<file path="config.mk">
export PLATFORM = sky130hd
export DESIGN_NAME = sap_alu
export DESIGN_NICKNAME = d
export VERILOG_FILES = /design/src/rtl/sap_alu_pkg.sv /design/src/rtl/sap_alu_addsub.sv /design/src/rtl/sap_alu.sv
export SDC_FILE = /design/constraint.sdc
export NUM_CORES = 1
export LEC_CHECK = 0
export CAP_MARGIN = 10
export CORE_MARGIN = 5
export CORE_UTILIZATION = 44
export DETAILED_ROUTE_END_ITERATION = 6
export HOLD_SLACK_MARGIN = 0.15
export PLACE_DENSITY = 0.8
export SYNTH_ARGS = -nofsm -noshare
export SYNTH_HDL_FRONTEND = slang
export SYNTH_SLANG_ARGS = --single-unit
export TNS_END_PERCENT = 50
</file>
<file path="constraint.sdc">
create_clock -name clk -period 4.5 [get_ports clk]
set_input_delay 1.125 -clock clk [delete_from_list [all_inputs] [get_ports clk]]
set_output_delay 1.125 -clock clk [all_outputs]
set_load 0.01 [all_outputs]
</file>
<file path="src/rtl/sap_alu_pkg.sv">
// Shared types and constants for the SAP ALU.
// Op encoding, default width and flag bit positions.
package sap_alu_pkg;

  typedef enum logic [1:0] {
    ALU_ADD = 2'b00,
    ALU_SUB = 2'b01,
    ALU_AND = 2'b10,
    ALU_OR  = 2'b11
  } alu_op_t;

  localparam int ALU_WIDTH_DEF = 8;

  localparam int FLAG_V = 0;
  localparam int FLAG_N = 1;
  localparam int FLAG_Z = 2;
  localparam int FLAG_C = 3;
  localparam int FLAG_W = 4;

endpackage

</file>
<file path="src/rtl/sap_alu_addsub.sv">
// Adder/subtractor for the SAP ALU.
// SUB is A + ~B + 1, so carry out means no borrow.
module sap_alu_addsub #(
  parameter int WIDTH = 8
) (
  input  logic [WIDTH-1:0] a_i,
  input  logic [WIDTH-1:0] b_i,
  input  logic             sub_i,
  output logic [WIDTH-1:0] sum_o,
  output logic             carry_o,
  output logic             ovf_o
);

  logic [WIDTH-1:0] b_eff;
  logic [WIDTH:0]   full;

  assign b_eff = sub_i ? ~b_i : b_i;
  assign full  = {1'b0, a_i} + {1'b0, b_eff}
               + {{WIDTH{1'b0}}, sub_i};

  assign sum_o   = full[WIDTH-1:0];
  assign carry_o = full[WIDTH];
  // Same-sign operands into the adder producing a different-sign result
  assign ovf_o   = (a_i[WIDTH-1] == b_eff[WIDTH-1])
                && (sum_o[WIDTH-1] != a_i[WIDTH-1]);

endmodule

</file>
<file path="src/rtl/sap_alu.sv">
// SAP ALU: op mux, W-bus output gating and C/Z/N/V flags register.
// Define SAP_ALU_TRISTATE_EN to float ALU_Out when eu=0.
module sap_alu
  import sap_alu_pkg::*;
#(
  parameter int WIDTH = ALU_WIDTH_DEF
) (
  input  logic             clk,
  input  logic             rst,
  input  logic [WIDTH-1:0] A_in,
  input  logic [WIDTH-1:0] B_in,
  input  logic [1:0]       su,
  input  logic             eu,
  output logic [WIDTH-1:0] ALU_Out,
  output logic             flag_c,
  output logic             flag_z,
  output logic             flag_n,
  output logic             flag_v
);

  alu_op_t          op;
  logic [WIDTH-1:0] as_sum;
  logic             as_c;
  logic             as_v;
  logic [WIDTH-1:0] r;
  logic             c;
  logic             v;
  logic [FLAG_W-1:0] flags_d;
  logic [FLAG_W-1:0] flags_q;

  assign op = alu_op_t'(su);

  sap_alu_addsub #(
    .WIDTH (WIDTH)
  ) u_addsub (
    .a_i     (A_in),
    .b_i     (B_in),
    .sub_i   (op == ALU_SUB),
    .sum_o   (as_sum),
    .carry_o (as_c),
    .ovf_o   (as_v)
  );

  always_comb begin
    r = '0;
    c = 1'b0;
    v = 1'b0;
    unique case (op)
      ALU_ADD, ALU_SUB: begin
        r = as_sum;
        c = as_c;
        v = as_v;
      end
      ALU_AND: r = A_in & B_in;
      ALU_OR:  r = A_in | B_in;
      default: r = '0;
    endcase
  end

`ifdef SAP_ALU_TRISTATE_EN
  assign ALU_Out = eu ? r : {WIDTH{1'bz}};
`else
  assign ALU_Out = eu ? r : '0;
`endif

  always_comb begin
    flags_d = flags_q;
    if (eu) begin
      flags_d[FLAG_C] = c;
      flags_d[FLAG_Z] = (r == '0);
      flags_d[FLAG_N] = r[WIDTH-1];
      flags_d[FLAG_V] = v;
    end
  end

  always_ff @(posedge clk or posedge rst) begin
    if (rst) flags_q <= '0;
    else     flags_q <= flags_d;
  end

  assign flag_c = flags_q[FLAG_C];
  assign flag_z = flags_q[FLAG_Z];
  assign flag_n = flags_q[FLAG_N];
  assign flag_v = flags_q[FLAG_V];

endmodule

</file>
Yosys cells after proc, flatten, opt, wreduce, memory -nomap -nowiden

Index checks and enable logic that the tools add are counted.

Register bits after elaboration: 4
Input bits: 21
Logic and storage cells: 20
Output and inout port bits: 12

Equal/unequal tests: 5
Bitwise operators: 3
Reductions and logical operators: 4
Muxes and demuxes: 5
Add/sub/neg operators: 2

Operator list:

| cell                                          | count |
|---|---|
| one-hot mux 8 bit (3 select lines)            | 1 |
| 2-to-1 mux 8 bit                              | 2 |
| adder 8 x 8 -> 9 bit                          | 1 |
| adder 9 x 1 -> 9 bit                          | 1 |
| AND 8 bit                                     | 1 |
| zero test 8 bit                               | 1 |
| NOT 8 bit                                     | 1 |
| bitwise OR 8 bit                              | 1 |
| == test 2 bit, second input constant          | 2 |
| == test 2 x 1 -> 1 bit, second input constant | 1 |
| zero test 2 bit                               | 1 |
| 2-to-1 mux 1 bit                              | 2 |
| OR reduction 2 bit                            | 1 |
| == test 1 bit                                 | 1 |
| logical AND 1 bit                             | 1 |
| != test 1 bit                                 | 1 |

Depth between registers and ports, before layout

Word-level depth: 7
Depth in mapped cells: 10
Depth with buffers taken out: 9

By module

A second synthesis with hierarchy kept.

Cells, all modules: 102
Area total of the unflattened synthesis: 862.1 um^2

By module, submodules not included:

| module         | instances | cells each | seq. area each (um^2) | area each (um^2) |
|---|---|---|---|---|
| sap_alu_addsub | 1         | 60         | 0.0                   | 470.5 |
| sap_alu        | 1         | 42         | 100.1                 | 391.6 |

Least setup slack after synthesis

No wires, ideal clock.

Kind: input to output
Start point: in su[0]
End point: out ALU_Out[6]
Cell stages on the path: 10
Required time: 3.375 ns
Setup slack: 0.103 ns
Path buffers: 2
Arrival: 3.272 ns
Cell sequence: clkbuf_1 -> nand2_1 -> xnor2_1 -> ha_1 -> clkbuf_1 -> and3_1 -> a221oi_1 -> xnor2_1 -> o21ai_0 -> and2_1

Longest elaborated chain between the ends: 6
Elaborated cells between the ends (all ways): 10
Those cells by class: add/sub: 2; eq/ne: 3; mux: 3; reduce/logical: 2

RTL lines:

| element                              | line                         | RTL |
|---|---|---|
| start: declaration                   | sap_alu.sv:12                | `input logic [1:0] su,` |
| == test 2 x 1 -> 1 bit               | sap_alu.sv:38, sap_alu.sv:48 |  |
| 2-to-1 mux 8 bit                     | sap_alu_addsub.sv:17         | `assign b_eff = sub_i ? ~b_i : b_i;` |
| adder 8 x 8 -> 9 bit                 | sap_alu_addsub.sv:18         | `assign full = {1'b0, a_i} + {1'b0, b_eff}` |
| adder 9 x 1 -> 9 bit                 | sap_alu_addsub.sv:19         | `+ {{WIDTH{1'b0}}, sub_i};` |
| one-hot mux 8 bit (3 select lines) * | sap_alu.sv:48                | `unique case (op)` |
| 2-to-1 mux 8 bit *                   | sap_alu.sv:63                | `assign ALU_Out = eu ? r : '0;` |
| end: declaration                     | sap_alu.sv:14                | `output logic [WIDTH-1:0] ALU_Out,` |

Every way passes the cells marked *; elsewhere a longest branch is shown, timed or not.

Final worst setup path

Start point: in B_in[2]
End point: out ALU_Out[7]

Longest elaborated chain between the ends: 6

RTL lines:

| element                              | line                 | RTL |
|---|---|---|
| start: declaration                   | sap_alu.sv:11        | `input logic [WIDTH-1:0] B_in,` |
| NOT 8 bit                            | sap_alu_addsub.sv:17 |  |
| 2-to-1 mux 8 bit *                   | sap_alu_addsub.sv:17 |  |
| adder 8 x 8 -> 9 bit *               | sap_alu_addsub.sv:18 |  |
| adder 9 x 1 -> 9 bit *               | sap_alu_addsub.sv:19 |  |
| one-hot mux 8 bit (3 select lines) * | sap_alu.sv:48        |  |
| 2-to-1 mux 8 bit *                   | sap_alu.sv:63        |  |

Marked as above.

==> metrics.txt <==
initial antenna violation count=0; worst r2r path cells=2; Yosys reg bits=4; routed wl met3=223 µm; grt total ovfl=0; Clk pwr share=15.9%; Rows=16; layout cell share with drive strength beyond 1=33.33%; Yosys cell types=46; Die Area=0.002962 mm²; Clock Skew=0 ns; pin count of the biggest net entering global routing=14; area leader, netlist=ha_1; CTS Hold Bufs=0; Cells after Synth=111; Worst EP required=3.38 ns; share of total power in sequential cells=about an eighth; Die Ht=around 54 µm; RSZ-0062 raised after global routing=yes; Post-Route Utilization=80.92%; Synth async-reset ratio=between 90% and 100%; peak supply drop=0.1157 mV; period utilization=100.4%; worst hold slack=0.4779 ns; PortBufs=32; Hold Path Origin=flags_q[1]; DR iter-0 viols=37; die width=54.43 µm; final worst-path setup slack=-0.01918 ns; post-synth top area share=12.97%; Sw Ratio=between 40% and 50%; CTS tree=yes; WL/cell=18.10 µm; Synth Cell Area=between 800 and 900 µm²; Max clock buf depth=2; failing checks=negative setup slack; Final Non-Filler Cells=201; Logic pwr share=between 70 and 80%; max reg flops=4; Max Used Layer=met4; Critical R2R Launch=flags_q[0]; ys flop type=dfrtp_1; top flop regs=flags_q (4); r2r setup slk=3.69 ns; WHS Endpoint=flags_q[1]; Leak=0.6975 nW; Pwr per Cell Area=212.4 mW/mm²; min Tclk post-route=4.519 ns; hold path cells=1; Net Sw Power=0.1405 mW; Max Cap Violations=0; H-Tree Depth=1; cell chosen for the clock root=clkbuf_4; dpl cells=196; R2R Path End=flags_q[0]; Final ANT Viol Nets=0; core area=0.001922 mm²; CP startpoint kind=input port; CP arrival=3.39 ns; Residual DRC=0; Max FO, Critical Path=4; Slew Limit Headroom=80.83%; Crit. End Element=primary output; final hold vios=0; global-route wire length before repair=5.354 mm; Layout Area Growth over Synthesis=79.11%; setup violators final=1; CTS Buf Count=3; Routability Congestion=approximately 0.94; Setup CP Type=in2out; Placement Setup Slack=-0.7355 ns; Largest Register=flags_q; CTS clk-pin slew, worst paths=0.04 ns; drt first pass iters=4; top post-synthesis cells by count=9 x ha_1, 9 x nor2_1, 8 x xnor2_1; Area contributors post-synth=ha_1 13%, dfrtp_1 12%, xnor2_1 8.1%; fin nets=207; Synthesis Warnings=0; # diodes=0; vias in the first global route=~1.2k; Seq/Total Area, Yosys=11.53%; drt total wl=approximately 3.6 mm; CP Launch Point=B_in[2]; WL met1=between 1 and 1.5 mm; Synthesized Nets=142; max-slew violations=0; fmax=between 200 and 250 MHz; Tightest Pin Transition=0.2862 ns; clock sink count=4; internal power=about 0.19 mW; Worst-Skew Late Latency=0.26 ns; Post-Syn Area per Cell=7.823 µm²; Post-synth EDFFs=0; Via Count=1,218; vias per cell=6.060; met2 WL=1.835 mm; GRT Overall Usage=roughly a quarter; post-DP HPWL=2.481 mm; outcome=complete, but fails checks; initial core utilization=45.18%; I/O pins=33; worst min-delay path category=reg2reg
[through the flow]
step | power, mW | instance area [µm²] | TNS [ns]
after detailed placement | 0.2470 | 1429 | -2.984
final | 0.3303 | 1555 | -0.01918
after CTS | 0.3032 | 1491 | 0
after global routing | 0.3494 | 1555 | -0.1758
after global placement | 0.2386 | 1429 | -2.401
after floorplan | 0.1434 | 868.3 | 0
[worst max path at each step]
stage / to / slack (ns)
after CTS: ALU_Out[5] / 0.009
final: ALU_Out[7] / -0.02
after floorplan: ALU_Out[6] / 0.10
after global routing: ALU_Out[7] / -0.11
after detailed placement: ALU_Out[6] / -0.74
after global placement: ALU_Out[6] / -0.61
[power groups by stage]
stage	Combinational (mW)	Sequential [mW]	Clock (mW)
finish	0.236	0.0418	0.0526
detailed placement	0.205	0.0424	0
floorplan	0.0993	0.0440	0
CTS	0.209	0.0418	0.0519
global route	0.252	0.0420	0.0555
global placement	0.197	0.0421	0
[critical path, stage by stage]
cell and delay, ns:
clkdlybuf4s50_1 0.50, xnor2_2 0.20, ha_1 0.33, o21ai_0 0.09
buf_4 0.17, a221oi_4 0.30, mux2i_2 0.30, nor3_2 0.08
dlygate4sd2_1 0.30
[layer usage]
layer  vias to the layer above  track usage (%)
met5                         -                0
met4                         0            17.43
met3                        23            4.360
met2                        65            44.22
met1                       579            26.62
li1                        551                -
[area by class of cell]
class	instances	area, µm²
Clock buffer	3	22.52
Fill cell	134	366.6
Tap cell	27	33.78
Sequential cell	4	100.1
Multi-Input combinational cell	96	828.3
Inverter	8	31.28
Timing Repair Buffer	63	539.3
[logic make-up (layout without fill, tap and decap cells)]
group | after synthesis | after routing | synth area share [%]
mux | 2 | 2 | 2.306
compound gates | 38 | 38 | 31.41
simple gates | 32 | 32 | 20.03
xor+xnor | 10 | 10 | 10.09
fa+ha+maj | 14 | 14 | 19.89
buf+inv | 11 | 74 | 4.755
flops | 4 | 4 | 11.53
[repair_timing]
action,4_1_cts,5_1_grt
endpoints found under the setup margin,7,5
buffers inserted,1,1
gates resized for setup,21,15
pin swaps,6,7
[layout by cell type, fill, tap and decap left out, types with 3 or more instances in the layout]
cell type	count
nand2_1	5
maj3_1	4
o21ai_0	5
inv_1	5
a21o_1	3
xnor2_1	5
dfrtp_1	4
nor2_1	9
nor2b_1	3
clkbuf_4	3
xnor2_2	3
a21oi_1	4
dlygate4sd2_1	6
clkdlybuf4s50_1	23
ha_1	9
buf_4	30
Power figures use the tool's default switching activity.
